[src/rtl/btn_debounce_sync.sv]
// Button synchroniser + debounce FSM with registered edge pulses.
// Optional long-press detector enabled by defining BTN_LONGPRESS_EN.
module btn_debounce_sync #(
  parameter int unsigned DEB_CYCLES  = 4,
  parameter int unsigned CNT_W       = 16,
  parameter int unsigned LONG_CYCLES = 8
) (
  input  logic clk,
  input  logic rst,
  input  logic btn_in,
  output logic d_out,
  output logic rise_pulse,
  output logic fall_pulse,
  output logic long_press
);

  typedef enum logic [1:0] {
    IDLE   = 2'd0,
    CHK_HI = 2'd1,
    HIGH   = 2'd2,
    CHK_LO = 2'd3
  } state_e;

  localparam logic [CNT_W-1:0] DEB_LAST = CNT_W'(DEB_CYCLES - 1);

  logic             sync0_q, sync1_q;
  state_e           state_q, state_d;
  logic [CNT_W-1:0] cnt_q, cnt_d;
  logic             d_out_q, d_out_d;
  logic             rise_q, rise_d;
  logic             fall_q, fall_d;

`ifdef BTN_LONGPRESS_EN
  localparam logic [CNT_W-1:0] LONG_MAX = CNT_W'(LONG_CYCLES);
  logic long_q, long_d;
`endif

  // Two-flop synchroniser; nothing downstream looks at btn_in directly
  always_ff @(posedge clk or posedge rst) begin
    if (rst) begin
      sync0_q <= 1'b0;
      sync1_q <= 1'b0;
    end else begin
      sync0_q <= btn_in;
      sync1_q <= sync0_q;
    end
  end

  always_comb begin
    state_d = state_q;
    cnt_d   = cnt_q;
    d_out_d = d_out_q;
    rise_d  = 1'b0;
    fall_d  = 1'b0;
`ifdef BTN_LONGPRESS_EN
    long_d  = 1'b0;
`endif
    unique case (state_q)
      IDLE: begin
        if (sync1_q) begin
          state_d = CHK_HI;
          cnt_d   = '0;
        end
      end
      CHK_HI: begin
        if (!sync1_q) begin
          state_d = IDLE;
          cnt_d   = '0;
        end else if (cnt_q == DEB_LAST) begin
          state_d = HIGH;
          d_out_d = 1'b1;
          rise_d  = 1'b1;
          cnt_d   = '0;
        end else begin
          cnt_d = cnt_q + 1'b1;
        end
      end
      HIGH: begin
        if (!sync1_q) begin
          state_d = CHK_LO;
          cnt_d   = '0;
        end else begin
`ifdef BTN_LONGPRESS_EN
          // Saturating hold counter gives one pulse per press
          if (cnt_q < LONG_MAX) begin
            cnt_d = cnt_q + 1'b1;
            if (cnt_q == LONG_MAX - 1'b1)
              long_d = 1'b1;
          end
`endif
        end
      end
      CHK_LO: begin
        if (sync1_q) begin
          state_d = HIGH;
          cnt_d   = '0;
        end else if (cnt_q == DEB_LAST) begin
          state_d = IDLE;
          d_out_d = 1'b0;
          fall_d  = 1'b1;
          cnt_d   = '0;
        end else begin
          cnt_d = cnt_q + 1'b1;
        end
      end
      default: begin
        state_d = IDLE;
        cnt_d   = '0;
      end
    endcase
  end

  always_ff @(posedge clk or posedge rst) begin
    if (rst) begin
      state_q <= IDLE;
      cnt_q   <= '0;
      d_out_q <= 1'b0;
      rise_q  <= 1'b0;
      fall_q  <= 1'b0;
    end else begin
      state_q <= state_d;
      cnt_q   <= cnt_d;
      d_out_q <= d_out_d;
      rise_q  <= rise_d;
      fall_q  <= fall_d;
    end
  end

`ifdef BTN_LONGPRESS_EN
  always_ff @(posedge clk or posedge rst) begin
    if (rst) long_q <= 1'b0;
    else     long_q <= long_d;
  end
  assign long_press = long_q;
`else
  assign long_press = 1'b0;
`endif

  assign d_out      = d_out_q;
  assign rise_pulse = rise_q;
  assign fall_pulse = fall_q;

endmodule
[config.mk]
export PLATFORM = sky130hd
export DESIGN_NAME = btn_debounce_sync
export DESIGN_NICKNAME = d
export VERILOG_FILES = /design/src/rtl/btn_debounce_sync.sv
export SDC_FILE = /design/constraint.sdc
export NUM_CORES = 1
export LEC_CHECK = 0
export BUFFER_PORTS_ARGS = -buffer_cell sky130_fd_sc_hd__buf_2
export CAP_MARGIN = 20
export CORE_UTILIZATION = 30
export DETAILED_ROUTE_END_ITERATION = 8
export PLACE_DENSITY_LB_ADDON = 0.2
export SYNTH_ARGS = -nofsm -noshare
export SYNTH_HDL_FRONTEND = slang
export SYNTH_SLANG_ARGS = --single-unit
export TNS_END_PERCENT = 20
[constraint.sdc]
create_clock -name clk -period 2.8 [get_ports clk]
set_input_delay 0.14 -clock clk [delete_from_list [all_inputs] [get_ports clk]]
set_output_delay 0.14 -clock clk [all_outputs]
set_load 0.1 [all_outputs]
==> impl_results.md <==
* Status: complete, no violations
* Worst vdd ir at 0.000429 V
* RSZ-0062 raised after global routing: false
* NumNets Final at 136
* Data required time at the worst endpoint at 3.01 ns
* Share of layout cells above drive strength 1 at 0.130
* Post-route insts no fill at 179
* Die ar. at 4130 um2
* First-pass GRT wire length at 4340 um
* Congestion Overflow GR at 0
* Crit path kind: flop to flop
* Design area at 1270 um2
* Sink Count at 23
* Vias/cell at 5.12
* Vias at 916
* Skew-Pair Late Insertion Delay at 0.27 ns
* Leak pwr at 0.539 nW
* Hold Crit Class: primary input to async pin
* Fin crit period at 2.11 ns
* Yosys Warn Count at 0
* IO Count at 7
* Initial DRT Pass Iterations at 4
* Largest area contributor in the netlist: dfrtp_1
* Worst Clk Skew at 0.00390 ns
* Synth Flop Type: dfrtp_1
* Die Height at 64.2 um
* Setup crit end kind: flop
* Placer Congestion at 0.805
* Startpoint type of the worst setup path: flop
* Fin. Hold Viols at 0
* Fmax at 474 MHz
* Total track usage at 0.136
* CTS HTree Levels at 1
* Uppermost routed layer: met4
* Worst-path maximum fanout at 10
* Top cells by area, synth: dfrtp_1, nand2_1, nand3_1
* Fin. max-slew vios at 0
* Cell Area, Synth at 1160 um2
* Syn Area/Cell at 9.30 um2
* Distinct cells, synth at 30
* Initial antenna violation count at 0
* PostCTS Resize Cnt at 0
* Residual DRC at 0
* Antenna-violating nets left at 0
* CTS tree: yes
* Row Count at 22
* Pin count of the biggest net entering global routing at 24
* Ys async rst share at 1.00
* Num CTS Buffers at 3
* Count of buffers from port buffering at 5
* Rel. slew slack at 0.429
* Core area at 3690 um2
* Worst Tran Pin Value at 0.855 ns
* Routed len/inst at 13.1 um
* Initial Util at 0.315
* Antenna diodes at 0
* Max Cap Violations at 0
* Syn nets at 129
* Post-synth EDFFs at 0
* Setup TNS at 0 ns
* Final period util at 0.753
* Synth top area share at 0.495
* Setup Viol. Count Final at 0
* Sequential area share after synthesis at 0.495
* Wirelength, routed at 2350 um
* Cell count after placement at 174
* Die width at 64.2 um
* Drt first-iter violations at 12
* Final HPWL DP at 1670 um
* Synthesis-to-layout area growth at 9.69%
* Clock buffer depth at 2
* M1 WL at 1190 um
* DR WL met2 at 1090 um
* #FFs+latches synth at 23
* Root Driver: clkbuf_8
* P per Cell Area at 734 nW/um2
* Routed wl met3 at 33 um
* Worst Path Arrival at 2.31 ns
* Clock transition at the registers of the reported paths at 0.08 ns
* Vias in the first global route at 989
* Area after DPL at 1220 um2
* Syn Inst Count at 125
-- report_power, final --
group          internal [mW]  switching, mW  leakage (nW)
clock                 0.0994          0.108        0.0255
sequential             0.367         0.0441         0.311
combinational          0.119          0.199         0.203
-- final cells by class --
cell class | instances | area [um2]
Fill cell | 391 | 2410
Tap cell | 48 | 60.1
Sequential cell | 23 | 576
Clock buffer | 3 | 41.3
Multi-Input combinational cell | 93 | 532
Timing Repair Buffer | 8 | 50.0
Clock inverter | 1 | 5.00
Inverter | 3 | 11.3
-- worst paths after layout --
| path | start | endpoint | slack, ns | cells past startpoint |
|---|---|---|---|---|
| worst max register to register | cnt_q[0] | cnt_q[15] | 0.69 | 6 |
| worst min-delay path | rst | cnt_q[15] | 0.03 | 2 |
| min in group clk | sync0_q | sync1_q | 0.37 | 0 |
| worst max-delay path | cnt_q[0] | cnt_q[15] | 0.69 | 6 |
| max in group asynchronous | rst | cnt_q[13] | 2.24 | 2 |
| worst min register to register | sync0_q | sync1_q | 0.37 | 0 |
-- registers in the layout (all words and copies together), names as in the netlist, named ones only --
| name | cells |
|---|---|
| fall_pulse | 1 |
| sync1_q | 1 |
| d_out | 1 |
| cnt_q | 16 |
| state_q | 1 |
| rise_pulse | 1 |
| sync0_q | 1 |
-- layout by cell type (no fill, tap or decap), drive strengths merged --
cell	n
xor2	2
clkbuf	3
nor2	7
a31oi	8
nor3	3
nand3	12
clkinv	1
buf	7
mux2	1
o21ai	6
nand2	17
a21o	4
dfrtp	23
or3	4
inv	3
ha	1
conb	1
or4	2
dlygate4sd3	1
nor4	3
mux2i	2
nand4	2
a22o	1
a21oi	9
nor3b	3
o211ai	2
and4	1
or2	2
-- synth_stat cells (4+ instances only) --
cell type	instances
dfrtp_1	23
nand2_1	17
nand3_1	12
a21oi_1	9
a31oi_1	8
nor2_1	6
o21ai_0	6
a21o_1	4
or3_2	4
-- repair_timing --
item,in CTS,in global routing
hold buffers,1,0
buffers inserted,0,0
hold endpoints to repair,1,0
-- worst max-delay path, cell delays in order, from the launching register on --
cell     delay [ns]
dfrtp_1        0.42
ha_1           0.26
nor3b_1        0.15
and4_1         0.25
or2_1          0.35
or4_1          0.53
nand3_1        0.09
-- routing by layer --
| metal | vias to the layer above | global-route usage |
|---|---|---|
| met1 | 443 | 0.182 |
| met3 | 5 | 0.0214 |
| li1 | 463 | - |
| met2 | 5 | 0.212 |
| met4 | 0 | 0.0639 |
| met5 | - | 0 |
-- logic make-up after synthesis --
kind of cell / count (synthesis) / synth area share
AO/OA/AOI/OAI: 30 / 0.154
buffers and inverters: 9 / 0.0474
other: 1 / 0.00323
multiplexers: 3 / 0.0269
XOR/XNOR: 2 / 0.0151
adder cells (fa/ha/maj): 1 / 0.0108
AND/OR/NAND/NOR: 56 / 0.248
flip-flops: 23 / 0.495
-- per-stage QoR --
step	util	worst slack, ns	total power [mW]	hold slack [ns]
finish	0.346	0.692	0.935	0.0334
global route	0.346	0.531	1.00	0.131
CTS	0.346	0.679	0.943	0.0820
detailed placement	0.330	0.694	0.734	0.251
global placement	0.330	0.732	0.728	0.251
floorplan	-	0.753	0.670	0.142
Note: power is estimated with default switching activity, not from simulation.
